===== src/rtl/part1_register_pkg.sv =====
// ---------------------------------------------------------------------------
// part1_register_pkg
// Shared FunSel encodings for part1_register and its sibling blocks
// (register file, address register file).
//   FS_DEC  : decrement, modulo 2^n
//   FS_INC  : increment, modulo 2^n
//   FS_LOAD : load data_in
//   FS_CLR  : clear to zero
// ---------------------------------------------------------------------------
package part1_register_pkg;

  localparam logic [1:0] FS_DEC  = 2'b00;
  localparam logic [1:0] FS_INC  = 2'b01;
  localparam logic [1:0] FS_LOAD = 2'b10;
  localparam logic [1:0] FS_CLR  = 2'b11;

endpackage : part1_register_pkg


===== src/rtl/part1_register_next_value.sv =====
// ---------------------------------------------------------------------------
// part1_next_value
// Purely combinational next-value function for part1_register.
// Ports:
//   cur_val  [n-1:0] in  : current register contents
//   FunSel   [1:0]   in  : function select (see part1_register_pkg)
//   data_in  [n-1:0] in  : load operand, used only for FS_LOAD
//   next_val [n-1:0] out : value to capture when the register is enabled
// ---------------------------------------------------------------------------
module part1_next_value
  import part1_register_pkg::*;
#(
  parameter int n = 4
) (
  input  logic [n-1:0] cur_val,
  input  logic [1:0]   FunSel,
  input  logic [n-1:0] data_in,
  output logic [n-1:0] next_val
);

  always_comb begin
    next_val = '0;
    case (FunSel)
      FS_DEC:  next_val = cur_val - n'(1);
      FS_INC:  next_val = cur_val + n'(1);
      FS_LOAD: next_val = data_in;
      FS_CLR:  next_val = '0;
      // Illegal X/Z select resolves to zero so the flop never captures X
      // from a defined pattern.
      default: next_val = '0;
    endcase
  end

endmodule : part1_next_value


===== src/rtl/part1_register.sv =====
// ---------------------------------------------------------------------------
// part1_register
// n-bit register with decrement / increment / load / clear, qualified by
// enable and overridden by a synchronous active-high reset.
// Ports:
//   clk      in        : clock, rising edge
//   rst      in        : synchronous active-high reset to zero
//   FunSel   in  [1:0] : 00 dec, 01 inc, 10 load, 11 clear
//   data_in  in  [n-1:0] : load operand
//   enable   in        : per-cycle operation enable
//   data_out out [n-1:0] : register contents, straight from the flop
// ---------------------------------------------------------------------------
module part1_register
  import part1_register_pkg::*;
#(
  parameter int n = 4
) (
  input  logic         clk,
  input  logic         rst,
  input  logic [1:0]   FunSel,
  input  logic [n-1:0] data_in,
  input  logic         enable,
  output logic [n-1:0] data_out
);

  logic [n-1:0] data_q;
  logic [n-1:0] data_d;
  logic [n-1:0] next_val;

  part1_next_value #(
    .n (n)
  ) u_next_value (
    .cur_val  (data_q),
    .FunSel   (FunSel),
    .data_in  (data_in),
    .next_val (next_val)
  );

  always_comb begin
    data_d = data_q;
    if (enable) begin
      data_d = next_val;
    end
  end

  always_ff @(posedge clk) begin
    if (rst) begin
      data_q <= '0;
    end else begin
      data_q <= data_d;
    end
  end

  assign data_out = data_q;

endmodule : part1_register


===== config.mk =====
export PLATFORM = sky130hd
export DESIGN_NAME = part1_register
export DESIGN_NICKNAME = d
export VERILOG_FILES = /design/src/rtl/part1_register_pkg.sv /design/src/rtl/part1_register_next_value.sv /design/src/rtl/part1_register.sv
export SDC_FILE = /design/constraint.sdc
export NUM_CORES = 1
export LEC_CHECK = 0
export ABC_AREA = 1
export BUFFER_PORTS_ARGS = -buffer_cell sky130_fd_sc_hd__buf_2
export CORE_AREA = 4 4 41 43
export CTS_BUF_LIST = sky130_fd_sc_hd__clkbuf_4 sky130_fd_sc_hd__clkbuf_8 sky130_fd_sc_hd__clkbuf_16
export CTS_CLUSTER_DIAMETER = 80
export DETAILED_ROUTE_END_ITERATION = 6
export DIE_AREA = 0 0 45 47
export HOLD_SLACK_MARGIN = 0.15
export PLACE_DENSITY = 0.42
export SYNTH_ARGS = -nofsm -noshare
export SYNTH_HDL_FRONTEND = slang
export SYNTH_SLANG_ARGS = --single-unit

===== constraint.sdc =====
create_clock -name clk -period 2.01 [get_ports clk]
set_clock_uncertainty 0.15 [all_clocks]
set_input_delay 0.402 -clock clk [delete_from_list [all_inputs] [get_ports clk]]
set_output_delay 0.402 -clock clk [all_outputs]
set_load 0.01 [all_outputs]

==> results of run 1 <==
stage by stage:
stage	total power [mW]	area [um2]
CTS	0.280	423
detailed placement	0.177	400
global route	0.299	423
floorplan	0.144	314
global placement	0.178	400
finish	0.274	423
layout make-up:
| type | instances | area share (%) |
|---|---|---|
| Clock buffer | 3 | 5.33 |
| Inverter | 5 | 4.44 |
| Multi-Input combinational cell | 38 | 50.9 |
| Sequential cell | 4 | 18.9 |
| Tap cell | 15 | 4.44 |
| Timing Repair Buffer | 13 | 16.0 |
worst max-delay path: stages:
cell	delay, ps
buf_2	140
inv_2	100
nand2_2	90
ha_1	290
or2_2	270
nand2_1	70
nand2_1	50
nand3_1	90
a21oi_2	50
per-layer routing:
layer / vias up / GRT usage, %
li1: 195 / -
met1: 155 / 12.7
met2: 10 / 11.9
met3: 2 / 2.30
met4: 0 / 7.02
met5: - / 0
kinds of logic (layout without fill, tap and decap cells):
logic type,after synthesis,after routing
compound gates,12,12
fa+ha+maj,3,3
simple gates,23,23
buf+inv,5,21
flops,4,4
synth_stat cells:
cell	instances	area (um2)
a31oi_1	2	12.5
or2_2	1	6.26
inv_2	1	3.75
ha_1	2	25.0
nand3_1	8	40.0
nand2_2	1	6.26
dfxtp_1	4	80.1
nor2_1	1	3.75
a21oi_2	1	8.76
fa_1	1	20.0
a21oi_1	3	15.0
o21ai_0	5	25.0
o21a_1	1	7.51
nand2_1	12	45.0
inv_1	4	15.0
power groups by stage:
| stage | Combinational, mW | Sequential [mW] | Clock [mW] |
|---|---|---|---|
| after floorplan | 0.0462 | 0.0977 | 0 |
| final | 0.0805 | 0.0951 | 0.0988 |
| after detailed placement | 0.0803 | 0.0965 | 0 |
| after global routing | 0.0936 | 0.0964 | 0.109 |
| after global placement | 0.0816 | 0.0967 | 0 |
| after CTS | 0.0814 | 0.0953 | 0.103 |
how the worst min path moves through the flow:
| stage | from | endpoint |
|---|---|---|
| floorplan | enable | data_out[2]$_SDFFE_PP0P_ |
| global placement | data_out[2]$_SDFFE_PP0P_ | data_out[2]$_SDFFE_PP0P_ |
| detailed placement | data_out[2]$_SDFFE_PP0P_ | data_out[2]$_SDFFE_PP0P_ |
| CTS | data_in[0] | data_out[0]$_SDFFE_PP0P_ |
| global route | data_in[0] | data_out[0]$_SDFFE_PP0P_ |
| finish | data_in[0] | data_out[0]$_SDFFE_PP0P_ |
==> results.cfg, run 1 <==
[synthesis]
yosysWarningCount = 0
ys_types = 15
synthSimpleGateAreaFrac_pct = 32.3
synth_top_family_by_area = simple AND/OR/NAND/NOR gates
synth_nets = 59
synth_area_per_cell_um2 = 6.68
synthMuxAreaShare_pct = 0
synth_compound_area_share_pct = 21.9
ys_ff_latch = 4
syn-cell-area_um2 = 314
ys_seq_area_share_pct = 25.5
postSynthCellCount = 47
synth_fa_ha_area_share_pct = 14.3
synth_xor_area_share_pct = 0

[worst_setup_path]
critPathRequiredTime_ps = 1980
cp_max_fo = 7
r2r_start = data_out[0]$_SDFFE_PP0P_
r2r_end = data_out[2]$_SDFFE_PP0P_
critPathKind = primary input to flip-flop
cp-end-kind = flip-flop
startpoint = FunSel[1]
reg2reg_slack_ps = 590
crit_path_end = data_out[3]$_SDFFE_PP0P_
cp-start-kind = primary input
rr_worst_depth = 4
cp_data_arrival_time_ps = 1560

[floorplanning]
start_util_pct = 24.1
coreArea_um2 = 1300
die_area_um2 = 2120
io_pins = 13
die_x_um = 45
rows = 13
die_h_um = 47

[global_route]
grt_pass1_wl_um = 1370
first_global_vias = 327
antenna_found_initial = 0
grt_overflow_total = 0
track_usage_pct = 9.15
grt_max_degree = 9

[clock_network]
path_clk_slew_ps = 40
htreeDepth = 1
cts.sinks = 4
cts_hold_buf = 0
clk_latency_ps = 230
cts_setup_buffers = 0
cts_tree = yes
cts_root_buf = clkbuf_4
cts.path.max_buffers = 2
cts-resized-gates = 0
cts_made_buffers = 3

[placement]
pre_cts_ws_ps = 171
dpl.cell_count = 75
gp_congestion = 0.666
port_buffers = 12
place_hpwl_um = 659

[pwr]
ir_drop_uv = 298
clock_power_share_pct = 36.0
internal_power_mw = 0.190
sw_frac_of_total_pct = 30.8
power-per-cell-area_nw_per_um2 = 649
pwr-share-comb_pct = 29.3
power.net_switching_mw = 0.0844
p_leak_nw = 0.220
pwr-share-seq_pct = 34.6

[finish]
seq_area_um2 = 80.1
fill_cells = 161
antennaDiodeCount = 0
stdcell_count = 78
nets = 77
utilization_pct = 32.5
syn_to_final_growth_pct = 34.7
drive_gt1_share_pct = 31.7
multi_input_area_um2 = 215
largest_reg_flops = 4
final_cell_mix = nand2_1, buf_2, nand3_1, o21ai_0

[drt]
ant_nets = 0
avgRoutedWirePerCell_um = 10.7
drt-met1-wl_um = 438
wl_met3_um = 47
top_layer = met4
drtIter0Drc = 6
wl_met2_um = 342
dr.pass1.iters = 2
vias_per_cell = 4.64
vias = 362
route.detailed.drc = 0
drt-total-wl_um = 834

[flow_run]
maxCapViolCount = 0

[min_path]
whs_path_depth = 3
hold_class = primary input to flip-flop

[timing]
rsz0062_at_grt = no
final-hold-violation-count = 0
slew_headroom_pct = 83.5
max_freq_mhz = 630
finalCriticalPeriod_ps = 1590
period_share_pct = 79.0
fin_setup_tns_ps = 0
whs_ps = 292
drv_slew = 0
tightest_slew_ps = 247
fin_ws_ps = 423
setup_viol = 0

[outcome]
status = finished clean
Note: power is estimated with default switching activity, not from simulation.
==> inputs of run 2 (changes only) <==
Clock period 2.01 ns to 1.6 ns, I/O delays scaled along.
==> run 2 against run 1 <==
  * Worst setup slack worse by 240 ps
  * Clock-buffer cell count unchanged
  * First-iteration DRC count down 67%
  * Core utilization up 4.0 points
  * Sequential share of layout area down 2.1 points
  * Sequential power up 23%
  * Largest cell class unchanged
==> results.cfg, run 2 (synthesized netlist as in run 1, its figures left out) <==
[drt]
drtIter0Drc = 2
route.detailed.drc = 0
ant_nets = 0
avgRoutedWirePerCell_um = 9.36
vias = 382
vias_per_cell = 4.49
dr.pass1.iters = 2
drt-total-wl_um = 796

[timing]
rsz0062_at_grt = no
fin_ws_ps = 181
tightest_slew_ps = 206
finalCriticalPeriod_ps = 1420
max_freq_mhz = 705
final-hold-violation-count = 0
period_share_pct = 88.7
slew_headroom_pct = 86.2
drv_slew = 0
setup_viol = 0

[floorplanning]
coreArea_um2 = 1300
die_x_um = 45
die_area_um2 = 2120
die_h_um = 47
rows = 13
io_pins = 13
start_util_pct = 24.1

[worst_setup_path]
cp_data_arrival_time_ps = 1390
r2r_start = data_out[2]$_SDFFE_PP0P_
critPathKind = flip-flop to flip-flop
reg2reg_slack_ps = 180
cp_max_fo = 3
startpoint = data_out[2]$_SDFFE_PP0P_
critPathRequiredTime_ps = 1570
r2r_end = data_out[3]$_SDFFE_PP0P_
rr_worst_depth = 6
cp-end-kind = flip-flop
cp-start-kind = flip-flop

[clock_network]
cts.sinks = 4
htreeDepth = 1
cts_hold_buf = 0
cts.path.max_buffers = 2
cts_setup_buffers = 0
cts-resized-gates = 0
cts_tree = yes
path_clk_slew_ps = 40
cts_made_buffers = 3
clk_latency_ps = 240
cts_root_buf = clkbuf_4

[min_path]
whs_path_depth = 3
hold_class = primary input to flip-flop
min_to = data_out[0]$_SDFFE_PP0P_
hold_path.startpoint = data_in[0]

[placement]
dpl_cell_area_um2 = 453
gp_congestion = 0.720
port_buffers = 12
pre_cts_ws_ps = -57.2
place_hpwl_um = 683

[outcome]
status = finished clean

[pwr]
ir_drop_uv = 285
power-per-cell-area_nw_per_um2 = 753
p_leak_nw = 0.254

[finish]
nets = 84
design_area_um2 = 475
drive_gt1_share_pct = 38.6
syn_to_final_growth_pct = 51.4
antennaDiodeCount = 0
largest_reg_flops = 4
final_cell_mix = nand2_1, buf_2, nand3_1, buf_4, o21ai_0

[global_route]
track_usage_pct = 8.84
antenna_found_initial = 0
first_global_vias = 318
grt_pass1_wl_um = 1300
grt_max_degree = 9
grt_overflow_total = 0

[flow_run]
maxCapViolCount = 0
==> run 2: where the power goes <==
group / switching [mW] / leakage, nW / internal [mW]
sequential: 0.00850 / 0.0332 / 0.109
combinational: 0.0574 / 0.207 / 0.0572
clock: 0.0424 / 0.0138 / 0.0840
==> run 2: layout make-up <==
cell class,instances,area (um2)
Fill cell,151,826
Multi-Input combinational cell,38,215
Timing Repair Buffer,20,120
Sequential cell,4,80.1
Clock buffer,3,22.5
Inverter,5,18.8
Tap cell,15,18.8
==> run 2: metrics by stage <==
stage	hold slack (ps)	power [mW]	util, %	TNS (ps)	cells
global placement	403	0.237	34.8	-138	82
floorplan	277	0.181	-	0	47
detailed placement	410	0.236	34.8	-114	82
CTS	202	0.368	36.5	0	85
finish	207	0.358	36.5	0	85
global route	216	0.388	36.5	0	85
==> run 2: routing by layer <==
metal	vias up	global-route usage [%]	part of all wire, %
li1	210	-	-
met5	-	0	0
met3	2	2.30	5.0
met1	160	11.1	52
met2	10	12.7	42
met4	0	7.02	0.75
==> run 2: worst max-delay path: stages (launching register included) <==
cell and delay [ps]:
dfxtp_1 320, ha_1 300, or2_2 270, nand2_1 70, nand2_1 50, nand3_1 110
a21oi_2 60
==> run 2: worst max path at each step <==
stage | cells after the start | slack [ps] | endpoint
finish | 6 | 180 | data_out[3]$_SDFFE_PP0P_
global route | 7 | 70 | data_out[3]$_SDFFE_PP0P_
CTS | 6 | 160 | data_out[3]$_SDFFE_PP0P_
detailed placement | 9 | -60 | data_out[3]$_SDFFE_PP0P_
global placement | 9 | -50 | data_out[3]$_SDFFE_PP0P_
floorplan | 8 | 40 | data_out[3]$_SDFFE_PP0P_
